**src/rtl/ttl_pkg.sv**
```systemverilog
// ttl_pkg: shared constants for the TTL-style shift register bank.
//   MODE_* : S1:S0 mode encodings (hold, shift up, shift down, parallel load).
package ttl_pkg;

    localparam logic [1:0] MODE_HOLD = 2'b00;
    localparam logic [1:0] MODE_UP   = 2'b01;
    localparam logic [1:0] MODE_DOWN = 2'b10;
    localparam logic [1:0] MODE_LOAD = 2'b11;

endpackage

```
**src/rtl/ttl_shift_lane.sv**
```systemverilog
// ttl_shift_lane: one WIDTH-bit universal shift register lane.
// Controls arrive already decoded and qualified by clock enable. At most one of
// load/shift_up/shift_down is set in a cycle. With none of them set, the lane holds.
// Ports:
//   clk        system clock
//   reset      synchronous active-high reset (clears the register)
//   load       parallel load of pin (bit-reversed when flip=1)
//   shift_up   shift toward MSB, dsr enters bit 0
//   shift_down shift toward LSB, dsl enters bit WIDTH-1
//   flip       bit-reverse the loaded data
//   pin        parallel data
//   dsr, dsl   serial inputs
//   q          register contents
module ttl_shift_lane #(
    parameter int unsigned WIDTH = 8
) (
    input  logic             clk,
    input  logic             reset,
    input  logic             load,
    input  logic             shift_up,
    input  logic             shift_down,
    input  logic             flip,
    input  logic [WIDTH-1:0] pin,
    input  logic             dsr,
    input  logic             dsl,
    output logic [WIDTH-1:0] q
);

    logic [WIDTH-1:0] reg_q, reg_d;
    logic [WIDTH-1:0] pin_rev;

    always_comb begin
        pin_rev = '0;
        for (int i = 0; i < int'(WIDTH); i++) begin
            pin_rev[i] = pin[WIDTH-1-i];
        end
    end

    always_comb begin
        reg_d = reg_q;
        if (load) begin
            reg_d = flip ? pin_rev : pin;
        end else if (shift_up) begin
            reg_d = {reg_q[WIDTH-2:0], dsr};
        end else if (shift_down) begin
            reg_d = {dsl, reg_q[WIDTH-1:1]};
        end
    end

    always_ff @(posedge clk) begin
        if (reset) begin
            reg_q <= '0;
        end else begin
            reg_q <= reg_d;
        end
    end

    assign q = reg_q;

endmodule

```
**src/rtl/ttl_shift_bank.sv**
```systemverilog
// ttl_shift_bank: CHANNELS-lane universal shift register bank with clock enable,
// shared shift counter and auto-reload every WIDTH shifts (video serialiser).
// Optional feature macro: TTL_SHIFT_BANK_FLIP_EN adds input 'flip' which
// bit-reverses every load (manual or auto) for horizontal sprite flip.
// Ports:
//   clk      system clock
//   reset    synchronous active-high reset, overrides everything
//   ce       clock enable; low holds all state and clears loaded
//   mode     00 hold, 01 shift up, 10 shift down, 11 parallel load
//   auto_en  reload from pin instead of shifting once bit_cnt reaches WIDTH-1
//   flip     (macro only) bit-reverse loaded data
//   pin      parallel data, lane c at [c*WIDTH +: WIDTH]
//   dsr/dsl  per-lane serial inputs for shift up / shift down
//   q_lo     bit 0 of each lane
//   q_hi     bit WIDTH-1 of each lane
//   q_par    full register contents
//   bit_cnt  shifts since last load, saturating at WIDTH-1
//   loaded   one-clock pulse after any load
module ttl_shift_bank
    import ttl_pkg::*;
#(
    parameter  int unsigned CHANNELS = 3,
    parameter  int unsigned WIDTH    = 8,
    localparam int unsigned CNT_W    = $clog2(WIDTH)
) (
    input  logic                      clk,
    input  logic                      reset,
    input  logic                      ce,
    input  logic [1:0]                mode,
    input  logic                      auto_en,
`ifdef TTL_SHIFT_BANK_FLIP_EN
    input  logic                      flip,
`endif
    input  logic [CHANNELS*WIDTH-1:0] pin,
    input  logic [CHANNELS-1:0]       dsr,
    input  logic [CHANNELS-1:0]       dsl,
    output logic [CHANNELS-1:0]       q_lo,
    output logic [CHANNELS-1:0]       q_hi,
    output logic [CHANNELS*WIDTH-1:0] q_par,
    output logic [CNT_W-1:0]          bit_cnt,
    output logic                      loaded
);

    logic [CNT_W-1:0] cnt_q, cnt_d;
    logic             loaded_q, loaded_d;
    logic             shift_req, cnt_full;
    logic             do_load, do_up, do_down;
    logic             flip_int;

`ifdef TTL_SHIFT_BANK_FLIP_EN
    assign flip_int = flip;
`else
    assign flip_int = 1'b0;
`endif

    // Decode: manual load beats auto-reload, which replaces the shift it would have done.
    always_comb begin
        shift_req = ce && ((mode == MODE_UP) || (mode == MODE_DOWN));
        cnt_full  = (cnt_q == CNT_W'(WIDTH - 1));
        do_load   = ce && ((mode == MODE_LOAD) || (auto_en && shift_req && cnt_full));
        do_up     = ce && (mode == MODE_UP) && !do_load;
        do_down   = ce && (mode == MODE_DOWN) && !do_load;

        cnt_d = cnt_q;
        if (do_load) begin
            cnt_d = '0;
        end else if ((do_up || do_down) && !cnt_full) begin
            cnt_d = cnt_q + CNT_W'(1);
        end
        // ce=0 yields 0 here, so the pulse stays one clk wide under a slow ce.
        loaded_d = do_load;
    end

    always_ff @(posedge clk) begin
        if (reset) begin
            cnt_q    <= '0;
            loaded_q <= 1'b0;
        end else begin
            cnt_q    <= cnt_d;
            loaded_q <= loaded_d;
        end
    end

    for (genvar c = 0; c < int'(CHANNELS); c++) begin : g_lane
        ttl_shift_lane #(
            .WIDTH(WIDTH)
        ) u_lane (
            .clk       (clk),
            .reset     (reset),
            .load      (do_load),
            .shift_up  (do_up),
            .shift_down(do_down),
            .flip      (flip_int),
            .pin       (pin[c*WIDTH +: WIDTH]),
            .dsr       (dsr[c]),
            .dsl       (dsl[c]),
            .q         (q_par[c*WIDTH +: WIDTH])
        );

        assign q_lo[c] = q_par[c*WIDTH];
        assign q_hi[c] = q_par[c*WIDTH + WIDTH - 1];
    end

    assign bit_cnt = cnt_q;
    assign loaded  = loaded_q;

endmodule

```
**config.mk**
```make
export PLATFORM = sky130hd
export DESIGN_NAME = ttl_shift_bank
export DESIGN_NICKNAME = d
export VERILOG_FILES = /design/src/rtl/ttl_pkg.sv /design/src/rtl/ttl_shift_lane.sv /design/src/rtl/ttl_shift_bank.sv
export SDC_FILE = /design/constraint.sdc
export NUM_CORES = 1
export LEC_CHECK = 0
export CAP_MARGIN = 15
export CORE_MARGIN = 2
export CORE_UTILIZATION = 46
export CTS_BUF_LIST = sky130_fd_sc_hd__clkbuf_8
export DETAILED_ROUTE_END_ITERATION = 10
export MAX_ROUTING_LAYER = met4
export PLACE_DENSITY_LB_ADDON = 0.15
export SLEW_MARGIN = 40
export SYNTH_ARGS = -nofsm -noshare
export SYNTH_HDL_FRONTEND = slang
export SYNTH_HIERARCHICAL = 1
export SYNTH_SLANG_ARGS = --single-unit
export TNS_END_PERCENT = 10
```
**constraint.sdc**
```tcl
create_clock -name clk -period 2.4 [get_ports clk]
set_input_delay 0.48 -clock clk [delete_from_list [all_inputs] [get_ports clk]]
set_output_delay 0.48 -clock clk [all_outputs]
set_load 0.03 [all_outputs]
```
======== Word-level counts from Yosys, hierarchy flattened ========
Index checks and enable logic that the tools add are counted.
storage, ports and cells
  bits in registers ....................... 28
  input bits .............................. 36
  output and inout bits ................... 34
  logic and storage cells ................. 35
operators by class
  add/sub/neg operators ................... 1
  equality and inequality tests ........... 4
  mux-type cells .......................... 9
  reductions and logical operators ........ 16
operators with widths
  kind                                                                   count
  8-bit 2-to-1 mux                                                       9
  1-bit logical AND                                                      9
  2-bit equality test, second input constant                             2
  3-bit by 1-bit adder with 3-bit output, second input constant          1
  3-bit equality test, second input constant                             1
  1-bit logical OR                                                       3
  3-bit nonzero test                                                     1
  2-bit by 1-bit equality test with 1-bit output, second input constant  1
  1-bit zero test                                                        2
  2-bit OR reduction                                                     1

======== Depth between registers and ports, before layout ========
Gate-level depths: netlist (run 1).
  depth after elaboration ................. 12
  mapped depth ............................ 9
  gate-level depth less buffers ........... 8

======== Hierarchy ========
Netlist (run 1), hierarchy kept.
by module, submodules not included
  module          times used  cells each  area each (µm²)  sequential area each (µm²)
  ttl_shift_lane  3           46          536.8            160.2
  ttl_shift_bank  1           37          329.1            80.1

======== Worst setup path before layout (run 1) ========
No wires, ideal clock.
  kind .................................... register to register
  start ................................... reg cnt_q[0] (netlist: bit_cnt[0])
  end ..................................... reg g_lane[0].u_lane.reg_q[1]
  library setup time ...................... 0.060 ns
  arrival time ............................ 2.160 ns
  path slack .............................. 0.180 ns
  stages on the path, launching flop included .. 10
  clock period less this slack ............ 2.220 ns
  cell sequence ........................... dfxtp_1 ha_1 ha_1 and3b_1 nor3b_1 and2_1 buf_6 nor3_1 nor2_1 a22o_1
on the way
  word-level cells in the longest chain between the ends .. 8
  elaborated cells on any way between the ends .. 10
RTL lines
  what                      line                  RTL
  start: declaration        ttl_shift_bank.sv:44  logic [CNT_W-1:0] cnt_q, cnt_d;
  start signal: assignment  ttl_shift_bank.sv:79  cnt_q <= cnt_d;
  3-bit equality test *     ttl_shift_bank.sv:59  cnt_full = (cnt_q == CNT_W'(WIDTH - 1));
  1-bit logical AND *       ttl_shift_bank.sv:60  do_load = ce && ((mode == MODE_LOAD) || (auto_en && shift_req && cnt_full));
  1-bit logical OR *        ttl_shift_bank.sv:60
  1-bit logical AND *       ttl_shift_bank.sv:60
  1-bit zero test *         ttl_shift_bank.sv:61  do_up = ce && (mode == MODE_UP) && !do_load;
  1-bit logical AND *       ttl_shift_bank.sv:61
  net do_up                 ttl_shift_bank.sv:47  logic do_load, do_up, do_down;
  8-bit 2-to-1 mux          ttl_shift_lane.sv:43  end else if (shift_up) begin
  8-bit 2-to-1 mux          ttl_shift_lane.sv:41  if (load) begin
  end signal: assignment    ttl_shift_lane.sv:54  reg_q <= reg_d;
  end: declaration          ttl_shift_lane.sv:29  logic [WIDTH-1:0] reg_q, reg_d;
Mark *: on every way through the listed nets, which the timed path passes. The rest lies on a longest branch.
A chain may end at the register's enable or synchronous reset.

======== Worst setup path in the final report (run 1) ========
  start ................................... reg cnt_q[0] (netlist: bit_cnt[0])
  end ..................................... reg g_lane[1].u_lane.reg_q[6]
on the way
  word-level cells in the longest chain between the ends .. 8
  elaborated cells on any way between the ends .. 10
RTL lines
  what                    line
  3-bit equality test *   ttl_shift_bank.sv:59
  1-bit logical AND *     ttl_shift_bank.sv:60
  1-bit logical OR *      ttl_shift_bank.sv:60
  1-bit logical AND *     ttl_shift_bank.sv:60
  1-bit zero test *       ttl_shift_bank.sv:61
  1-bit logical AND *     ttl_shift_bank.sv:61
  net do_up               ttl_shift_bank.sv:47
  8-bit 2-to-1 mux        ttl_shift_lane.sv:43
  8-bit 2-to-1 mux        ttl_shift_lane.sv:41
  end signal: assignment  ttl_shift_lane.sv:54
  end: declaration        ttl_shift_lane.sv:29
Marks and branches as above.

==> metrics.txt, run 1 <==
via count=1,678; post-placement cell area=0.002703 mm2; WS Path Type=reg -> reg; Pre-antenna DRT Iters=4; leakage=1.116 nW; fraction of layout cells with a size suffix above 1=0.2271; Async SR Flop Fraction=0; Root Driver=clkbuf_8; post-DP HPWL=3690 um; ys flop type=dfxtp_1; die height=68.93 um; Placed Cells=293; Die W=68.93 um; synth warn=6; antenna violations before repair=0; setup ws final=129.2 ps; fin nets=293; status=finished, final reports clean; vias per cell=5.575; clk slew on worst S/H paths=100 ps; CP Launch Type=flip-flop; CTS Hold Bufs=0; deepest clock path buffer count=2; first-pass GRT wire length=7921 um; I/O pin cnt=70; Layout area overhead=49.16%; Netlist Area Pre-Place=0.001939 mm2; FMAX=440.4 MHz; Non-Filler Instances=301; Clock Skews=8.147 ps; Worst Path Arrival=2450 ps; Hold Path Class=reg -> reg; Starting Density=0.4814; crit path max fanout=6; clock latency on the worst-skew pair=280 ps; Final Power=0.001207 W; IO buf count=69; number of synthesized flops with an enable pin=0; Synth cell types=25; core footprint=0.004029 mm2; CTS tree=yes; routed length per instance=16.54 um; ant diodes=0; fin area=0.002893 mm2; Tmin final=2271 ps; final wirelength=4978 um; CP Capture Type=flip-flop; fin. max-slew vios=0; flop and latch count out of synthesis=28; sequential element share of the synthesized area=0.2890; Tcrit/Tclk final=0.9462; die area=0.004751 mm2; routability cong.=0.7813; maxcap violations=0; total grt overflow=0; PD cells=417.2 mW/mm2; CTS Buf Count=3; CP Data Required Time=2580 ps; RSZ-0062 raised after global routing=false; Syn Inst Count=175; Final setup violation count=0; Worst VDD drop=226.1 uV; remaining antenna violation count=0; Fin Hold WS=532.2 ps; Rows=23; All-Layer GR Usage=0.2283; dpl ws=-560.8 ps; top post-synthesis cells by area=mux2i_1, dfxtp_1, a22o_2; largest net degree at the start of global routing=17; vias in the first global route=1,697; DR DRC count=0; TritonCTS Sinks=28; top cell type's share of synthesized area=0.3716; violation count after the first detailed-route iteration=48; Worst-Margin Slew=639.8 ps; Avg Cell Area, Syn=11.08 um2; post-synth top area cell=mux2i_1; Slew HR=0.5721; htree depth=1; final hold viol count=0
## report_power, final
group | switching (W) | internal, W | total [W]
Sequential | 0.0000143 | 0.000478 | 0.000493
Clock | 0.000155 | 0.000223 | 0.000378
Combinational | 0.000155 | 0.000181 | 0.000336
Total | 0.000324 | 0.000882 | 0.00121
## Yosys cell counts (2+ instances only)
master	number
a211oi_1	2
a22o_1	3
a22o_2	21
and2_1	2
buf_2	3
buf_4	6
buf_6	6
dfxtp_1	28
ha_1	5
inv_1	2
mux2i_1	72
nand3_1	2
nor2_1	4
nor3_1	3
nor3b_1	2
nor4_4	3
o21ai_1	3
## worst max-delay path, stage by stage (launching register included)
cell and delay [ps]:
dfxtp_2 350, ha_1 190, ha_2 180, and3b_2 230, nor3b_2 200, and2_4 230
bufbuf_16 290, mux2i_1 180, mux2i_1 90, a22o_2 220
## layout make-up
type / instances / area (um2)
fill: 302 / 1136
inverter: 2 / 7.507
clock inverter: 1 / 30.03
clock buffer: 3 / 41.29
multi-input combinational: 132 / 1282
sequential: 28 / 561.8
timing repair buffer: 85 / 907.1
tap: 50 / 62.56
## state kept, by name, indices dropped and copies added (netlist names)
register and cells:
loaded 1, bit_cnt 3, g_lane.u_lane/q 24
## cell families (layout without fill, tap and decap cells)
kind of cell	count (synthesis)	after routing	synth area share
AOI/OAI and AO/OA	31	31	0.1477
adders and majority gates	5	5	0.03226
buffers and inverters	17	91	0.06967
DFF	28	28	0.2890
muxes	72	72	0.3716
other	1	3	0.001934
and+or+nand+nor	21	21	0.08774
## cell usage in the layout, fill, tap and decap left out, drive strengths merged, types with 2 or more instances in the layout
master | Yosys | routed
a211oi | 3 | 3
a22o | 24 | 24
and2 | 2 | 2
buf | 15 | 15
clkbuf | 0 | 3
clkdlybuf4s50 | 0 | 67
conb | 1 | 3
dfxtp | 28 | 28
dlygate4sd2 | 0 | 2
ha | 5 | 5
inv | 2 | 2
mux2i | 72 | 72
nand3 | 2 | 2
nor2 | 4 | 4
nor3 | 3 | 3
nor3b | 2 | 2
nor4 | 3 | 3
o21ai | 3 | 3
## final timing paths
check                                start               endpoint  slack, ps  cells after the start
worst max register to register  bit_cnt[0]  g_lane[1].u_lane/q[6]        130                      9
worst min register to register  bit_cnt[2]             bit_cnt[2]        530                      2
worst min-delay path            bit_cnt[2]             bit_cnt[2]        530                      2
worst max-delay path            bit_cnt[0]  g_lane[1].u_lane/q[6]        130                      9
## per-layer routing
metal	GRT usage	routed length, um	vias to the layer above
met3	0.02597	192	6
li1	-	-	825
met5	-	0	-
met4	0.06863	53	0
met1	0.2686	2137	807
met2	0.4075	2595	40
## per-stage QoR
step / util / TNS [ps]
final: 0.7180 / 0
after CTS: 0.7171 / 0
after detailed placement: 0.6708 / -12740
after global placement: 0.6708 / -8686
after global routing: 0.7180 / 0
after floorplan: - / 0
## timing repair
item | CTS | global route
buffers inserted | 2 | 0
resized for setup | 12 | 2
setup endpoints to repair | 24 | 3
pin swaps | 1 | 2
cloned | 2 | 0
Power figures use the tool's default switching activity.
==> run 2, diff against run 1 <==
--- a/config.mk
+++ b/config.mk
@@ -12,7 +12,7 @@
 export DETAILED_ROUTE_END_ITERATION = 10
 export MAX_ROUTING_LAYER = met4
 export PLACE_DENSITY_LB_ADDON = 0.15
-export SLEW_MARGIN = 40
+export SLEW_MARGIN = 20
 export SYNTH_ARGS = -nofsm -noshare
 export SYNTH_HDL_FRONTEND = slang
 export SYNTH_HIERARCHICAL = 1
==> results of run 2 <==
Same layout as run 1: the final DEF is identical, and so are final timing and power.
